$ cat src/rtl/epb_strip_pack_if.sv
`default_nettype none
// +----------------------------------------------------------------+
// | epb_strip_pack_if: byte-word stream in/out of the EPB stripper  |
// | Rev 1.0                                                         |
// +----------------------------------------------------------------+
interface epb_strip_pack_if #(
  parameter int LANES = 2
) ();
  localparam int NB_W = $clog2(LANES + 1);

  logic                 in_valid;
  logic [8*LANES-1:0]   in_data;
  logic                 in_last;
  logic                 in_ready;
  logic                 out_valid;
  logic [8*LANES-1:0]   out_data;
  logic [NB_W-1:0]      out_nbytes;
  logic                 out_last;
  logic                 out_ready;

  modport master (
    output in_valid, in_data, in_last, out_ready,
    input  in_ready, out_valid, out_data, out_nbytes, out_last
  );

  modport slave (
    input  in_valid, in_data, in_last, out_ready,
    output in_ready, out_valid, out_data, out_nbytes, out_last
  );
endinterface
`default_nettype wire

$ cat src/rtl/epb_strip_pack.sv
`default_nettype none
// +----------------------------------------------------------------+
// | epb_strip_pack: drops 00 00 03 emulation-prevention bytes and   |
// | repacks the survivors into dense words.  Rev 1.0                |
// +----------------------------------------------------------------+
module epb_strip_pack #(
  parameter int LANES = 2,
  parameter int CNT_W = 16
) (
  input  logic             clk,
  input  logic             reset_n,
  input  logic             bypass,
  epb_strip_pack_if.slave  bus,
  output logic [CNT_W-1:0] epb_count
);
  localparam int BUF_B  = 2 * LANES - 1;
  localparam int BUF_W  = 8 * BUF_B;
  localparam int FILL_W = $clog2(2 * LANES);
  localparam int NB_W   = $clog2(LANES + 1);

  localparam logic [0:0] S_RUN   = 1'b0;
  localparam logic [0:0] S_DRAIN = 1'b1;
  localparam logic [FILL_W-1:0] C_LANES = FILL_W'(LANES);

  logic [0:0]        r_state, w_state_n;
  logic [1:0]        r_zrun, w_zrun_n;
  logic [FILL_W-1:0] r_fill, w_fill_n;
  logic [BUF_W-1:0]  r_buf, w_buf_n;
  logic              r_new_nal, w_new_nal_n;
  logic [CNT_W-1:0]  w_cnt_n;
  logic [NB_W-1:0]   w_ndrop;
  logic              w_accept, w_pop;
  logic              w_valid_n, w_last_n;
  logic [NB_W-1:0]   w_nb_n;

  assign bus.in_ready = (r_state == S_RUN) && ((r_fill < C_LANES) || bus.out_ready);
  assign w_accept     = bus.in_valid && bus.in_ready;
  assign w_pop        = bus.out_valid && bus.out_ready;

  always_comb begin
    logic [7:0]       b;
    logic [1:0]       z;
    int               pos;
    logic [CNT_W-1:0] base;
    logic [CNT_W:0]   sum;
    b           = '0;
    z           = r_zrun;
    pos         = 0;
    base        = '0;
    sum         = '0;
    w_buf_n     = r_buf;
    w_fill_n    = r_fill;
    w_zrun_n    = r_zrun;
    w_ndrop     = '0;
    w_state_n   = r_state;
    w_new_nal_n = r_new_nal;
    w_cnt_n     = epb_count;

    // Pop first so an append in the same cycle lands behind the survivors.
    if (w_pop) begin
      if (bus.out_last) begin
        w_buf_n     = '0;
        w_fill_n    = '0;
        w_state_n   = S_RUN;
        w_new_nal_n = 1'b1;
      end else begin
        w_buf_n  = r_buf << (8 * LANES);
        w_fill_n = r_fill - C_LANES;
      end
    end

    if (w_accept) begin
      pos = int'(w_fill_n);
      for (int i = 0; i < LANES; i++) begin
        b = bus.in_data[8*(LANES-1-i) +: 8];
        if (!bypass && z == 2'd2 && b == 8'h03) begin
          z       = 2'd0;
          w_ndrop = w_ndrop + NB_W'(1);
        end else begin
          z = (b == 8'h00) ? ((z == 2'd2) ? 2'd2 : z + 2'd1) : 2'd0;
          if (pos < BUF_B) begin
            w_buf_n[BUF_W-8-8*pos +: 8] = b;
          end
          pos = pos + 1;
        end
      end
      w_fill_n    = FILL_W'(pos);
      w_zrun_n    = bus.in_last ? 2'd0 : z;
      if (bus.in_last) begin
        w_state_n = S_DRAIN;
      end
      base        = w_new_nal_n ? '0 : epb_count;
      sum         = {1'b0, base} + (CNT_W+1)'(w_ndrop);
      w_cnt_n     = sum[CNT_W] ? '1 : sum[CNT_W-1:0];
      w_new_nal_n = 1'b0;
    end

    // Output word is a function of the post-update buffer, registered below.
    if (w_state_n == S_RUN) begin
      w_valid_n = (w_fill_n >= C_LANES);
      w_last_n  = 1'b0;
      w_nb_n    = w_valid_n ? NB_W'(LANES) : '0;
    end else begin
      w_valid_n = 1'b1;
      if (w_fill_n > C_LANES) begin
        w_last_n = 1'b0;
        w_nb_n   = NB_W'(LANES);
      end else begin
        w_last_n = 1'b1;
        w_nb_n   = NB_W'(w_fill_n);
      end
    end
  end

  always_ff @(posedge clk or negedge reset_n) begin
    if (!reset_n) begin
      r_state        <= S_RUN;
      r_zrun         <= '0;
      r_fill         <= '0;
      r_buf          <= '0;
      r_new_nal      <= 1'b1;
      epb_count      <= '0;
      bus.out_valid  <= 1'b0;
      bus.out_last   <= 1'b0;
      bus.out_nbytes <= '0;
      bus.out_data   <= '0;
    end else begin
      r_state        <= w_state_n;
      r_zrun         <= w_zrun_n;
      r_fill         <= w_fill_n;
      r_buf          <= w_buf_n;
      r_new_nal      <= w_new_nal_n;
      epb_count      <= w_cnt_n;
      bus.out_valid  <= w_valid_n;
      bus.out_last   <= w_last_n;
      bus.out_nbytes <= w_nb_n;
      bus.out_data   <= w_buf_n[BUF_W-1 -: 8*LANES];
    end
  end
endmodule
`default_nettype wire

$ cat src/flat_wrapper.sv
// flat-port wrapper written by rule: the top's interface ports become plain ports
module epb_strip_pack_flat 
#(
  parameter int LANES = 2,
  parameter int CNT_W = 16
)
  (clk, reset_n, bypass, epb_count, bus_in_valid, bus_in_data, bus_in_last, bus_out_ready, bus_in_ready, bus_out_valid, bus_out_data, bus_out_nbytes, bus_out_last);
  epb_strip_pack_if #(.LANES(LANES)) bus_i ();
  input  logic clk;
  input  logic reset_n;
  input  logic bypass;
  output logic [CNT_W-1:0] epb_count;
  input wire logic [$bits(bus_i.in_valid)-1:0] bus_in_valid;
  input wire logic [$bits(bus_i.in_data)-1:0] bus_in_data;
  input wire logic [$bits(bus_i.in_last)-1:0] bus_in_last;
  input wire logic [$bits(bus_i.out_ready)-1:0] bus_out_ready;
  output wire logic [$bits(bus_i.in_ready)-1:0] bus_in_ready;
  output wire logic [$bits(bus_i.out_valid)-1:0] bus_out_valid;
  output wire logic [$bits(bus_i.out_data)-1:0] bus_out_data;
  output wire logic [$bits(bus_i.out_nbytes)-1:0] bus_out_nbytes;
  output wire logic [$bits(bus_i.out_last)-1:0] bus_out_last;
  assign bus_i.in_valid = bus_in_valid;
  assign bus_i.in_data = bus_in_data;
  assign bus_i.in_last = bus_in_last;
  assign bus_i.out_ready = bus_out_ready;
  assign bus_in_ready = bus_i.in_ready;
  assign bus_out_valid = bus_i.out_valid;
  assign bus_out_data = bus_i.out_data;
  assign bus_out_nbytes = bus_i.out_nbytes;
  assign bus_out_last = bus_i.out_last;
  epb_strip_pack #(.LANES(LANES), .CNT_W(CNT_W)) u_core (.clk(clk), .reset_n(reset_n), .bypass(bypass), .bus(bus_i), .epb_count(epb_count));
endmodule
$ cat config.mk
export PLATFORM = sky130hd
export DESIGN_NAME = epb_strip_pack_flat
export DESIGN_NICKNAME = d
export VERILOG_FILES = /design/src/rtl/epb_strip_pack_if.sv /design/src/rtl/epb_strip_pack.sv /design/src/flat_wrapper.sv
export SDC_FILE = /design/constraint.sdc
export NUM_CORES = 1
export LEC_CHECK = 0
export CORE_MARGIN = 3
export CORE_UTILIZATION = 30
export CTS_CLUSTER_DIAMETER = 50
export DETAILED_ROUTE_END_ITERATION = 12
export SLEW_MARGIN = 10
export SYNTH_ARGS = -nofsm -noshare
export SYNTH_HDL_FRONTEND = slang
export SYNTH_SLANG_ARGS = --single-unit
$ cat constraint.sdc
create_clock -name clk -period 4.59 [get_ports clk]
set_input_delay 0.459 -clock clk [delete_from_list [all_inputs] [get_ports clk]]
set_output_delay 0.459 -clock clk [all_outputs]
set_load 0.005 [all_outputs]
==> metrics.txt <==
Mapped Avg Cell Area 8.542 um2; first-pass GRT wire length 16.66 mm; final setup fails 0; crit end category register; input/output buffers 58; Nets 493; H-tree depth 2; largest family of logic cells by synthesized area simple AND/OR/NAND/NOR gates; ratio of final minimum period to clock period 89.33%; Hold Violations, Final 0; routed vias 3358; Worst-Margin Slew 1198 ps; clock latency at the later pin of the worst-skew pair 290 ps; Netlist Area Pre-Place 0.003511 mm2; Compound-Gate Fraction of Synth Area 23.31%; area of the multi-input gates 0.001939 mm2; Row Count 38; final global-route overflow total 0; ys flop type dfrtp_1; Synth Area in Adders 6.272%; Lkg Pwr 1.792 nW; area share of the leading cell type in the synthesized netlist 34.93%; largest net degree at the start of global routing 51; wire length per cell 17.27 um; Cells after Synth 411; startpoint types input port; Num CTS Buffers 5; slowest stage delay, CP 540 ps; CP max stage cell clkdlybuf4s50_1; design area 0.004295 mm2; Sink Count 50; Seq/Total Area, Yosys 35.67%; Seq. cell area 0.001252 mm2; worst r2r src u_core.bus.out_last; FMAX 0.2439 GHz; die width 114.2 um; clk buf depth 2; number of max-cap violations 0; Clock transition at path regs 70 ps; Post-Synth Simple-Gate Area 23.73%; R2R setup slack 560 ps; die area 0.01304 mm2; 1st-iter DRT viols 256; Final Slew Violations 0; setup repair after global routing missed its margin false; initial antenna violation count 0; relative slew slack 19.96%; CP Class in2reg; Yosys Warn Count 0; Initial Util 31.56%; post-route ant nets 0; drt drc 0; placed inst area 0.004148 mm2; 1st-pass router iterations 5; IO Pins 59; detailed placer's ending HPWL 7.345 mm; Total GRT Usage 16.05%; die span in y 114.2 um; maximum vdd ir drop 0.3079 mV; XOR/XNOR Fraction of Synth Area 1.247%; Post-CTS Hold Fix Bufs 0; launch point of the critical path bus_in_data[11]; Tightest Hold Check Type in2async; # diodes 0; Routed WL 10.28 mm; Synth cell types 56; pwr dens 447.1 mW/mm2; top-count cell post-synth dfrtp_1; synth top area cells dfrtp_1 (35%), ha_1 (5.7%), nand3_1 (5.6%); Worst Path Arrival 4300 ps; post-CTS setup buffers 0; Layout Skew 6.709 ps; fin crit period 4100 ps; number of flops mapped to enable cells by yosys 0; Root Buffer clkbuf_16; GPL Wtd Cong 0.8513; Top cell by count, worst path ha_1; Post-Syn Nets 450; vias per cell 5.644; worst path cell trace clkdlybuf4s50_1 > nor4_4 > nand2_1 > nor3_1 > nand2_1 > ha_1 > and4b_1 > nand3_1 > inv_1 > ha_1 > ha_1 > inv_1 > fa_1 > nor4_4 > nand3_1 > nor2_1 > buf_4 > a31oi_1 > o21ai_0; proportion of synthesized area in mux cells 0.6771%; CTS resizes 0; number of global-route vias before repair 3184; Final Core Density 38.61%; number of synthesized register bits 50; area leader, netlist dfrtp_1; Post-synth ARST share 100.0%; core area 0.01113 mm2; status finished clean; TritonCTS clock tree yes; synthesis-to-finish area growth 22.34%; Final TNS setup 0 ps; Worst EP required 4790 ps; layout cell share with drive strength beyond 1 8.571%; Max Fanout on Critical Path 7; Commonest cells post-synth dfrtp_1 (49), nand3_1 (39), o21ai_0 (37); fill count 1140
## cells in the final DEF (no fill, tap or decap), types with 2 or more instances in the layout
master and n:
clkbuf_16 5, nor3b_2 2, buf_4 15, nand3_1 39
nand2_1 31, and2_1 8, and4b_1 2, nor4_4 2
clkdlybuf4s50_1 57, dfrtp_1 49, xnor2_1 4, nor2_1 35
a221o_1 19, a21o_1 2, a22oi_1 3, and3_1 3
nor3b_1 10, a21oi_1 32, and4_1 2, a221oi_1 4
o21ai_0 37, a21boi_0 2, nand4_1 3, nor3_1 5
inv_1 22, ha_1 16, a211oi_1 2, a22o_1 2
a31oi_1 12, nor4_1 2
## worst paths after layout
check                                     endpoint  depth (start not counted)
max                            u_core.epb_count[6]                         19
min                        u_core.bus.out_data[11]                          2
max reg2reg                 u_core.bus.out_data[6]                         16
min reg2reg                       u_core.r_zrun[0]                          1
max in group asynchronous     u_core.epb_count[11]                          2
min in group clk                  u_core.r_zrun[0]                          1
## worst max-delay path: cells and delay by family
| kind | cells | cell delay, ps |
|---|---|---|
| adders and majority gates | 4 | 1080 |
| AOI/OAI and AO/OA | 2 | 220 |
| and+or+nand+nor | 9 | 1710 |
| buffers and inverters | 4 | 810 |
## state kept, by name, summed over array words and instances (netlist names)
name,count
u_core.bus.out_data,16
u_core.epb_count,16
u_core.r_buf,8
u_core.bus.out_nbytes,2
u_core.r_fill,2
u_core.r_zrun,2
u_core.bus.out_last,1
u_core.bus.out_valid,1
u_core.r_new_nal,1
u_core.r_state,1
## cell type report
| cell class | count | share of cell area, % |
|---|---|---|
| sequential | 50 | 29.16 |
| clock inverter | 1 | 0.1165 |
| inverter | 24 | 2.156 |
| multi-input combinational | 300 | 45.15 |
| clock buffer | 7 | 3.321 |
| tap | 140 | 4.078 |
| timing repair buffer | 73 | 16.02 |
## through the flow
| step | power [mW] | instances | worst slack (ps) | hold WS [ps] |
|---|---|---|---|---|
| 2_1_floorplan | 1.241 | 411 | 777.7 | 163.4 |
| 3_3_place_gp | 1.525 | 587 | 295.5 | 499.2 |
| 3_5_place_dp | 1.543 | 587 | 219.8 | 494.7 |
| 4_1_cts | 1.927 | 595 | 492.6 | 317.9 |
| 5_1_grt | 2.069 | 595 | 233.7 | 340.0 |
| 6_report | 1.920 | 595 | 489.5 | 285.0 |
## power breakdown
| group | internal [mW] | switching (mW) | total, mW |
|---|---|---|---|
| clock | 0.217 | 0.166 | 0.383 |
| combinational | 0.390 | 0.541 | 0.930 |
| sequential | 0.530 | 0.0774 | 0.607 |
| total | 1.14 | 0.784 | 1.92 |
## routing by layer
| metal | track usage [%] | part of all wire [%] | wire length [um] | vias to the layer above |
|---|---|---|---|---|
| li1 | - | - | - | 1573 |
| met5 | 0 | 0 | 0 | - |
| met3 | 3.594 | 7.0 | 717 | 21 |
| met2 | 23.97 | 44 | 4508 | 129 |
| met1 | 23.17 | 47 | 4859 | 1635 |
| met4 | 4.751 | 1.9 | 192 | 0 |
## cells by family after synthesis
family	after synthesis
compound gates	124
xor+xnor	5
fa+ha+maj	17
buf+inv	61
flops	50
mux	2
simple gates	152
No activity file was read; power rests on OpenSTA's default activity.
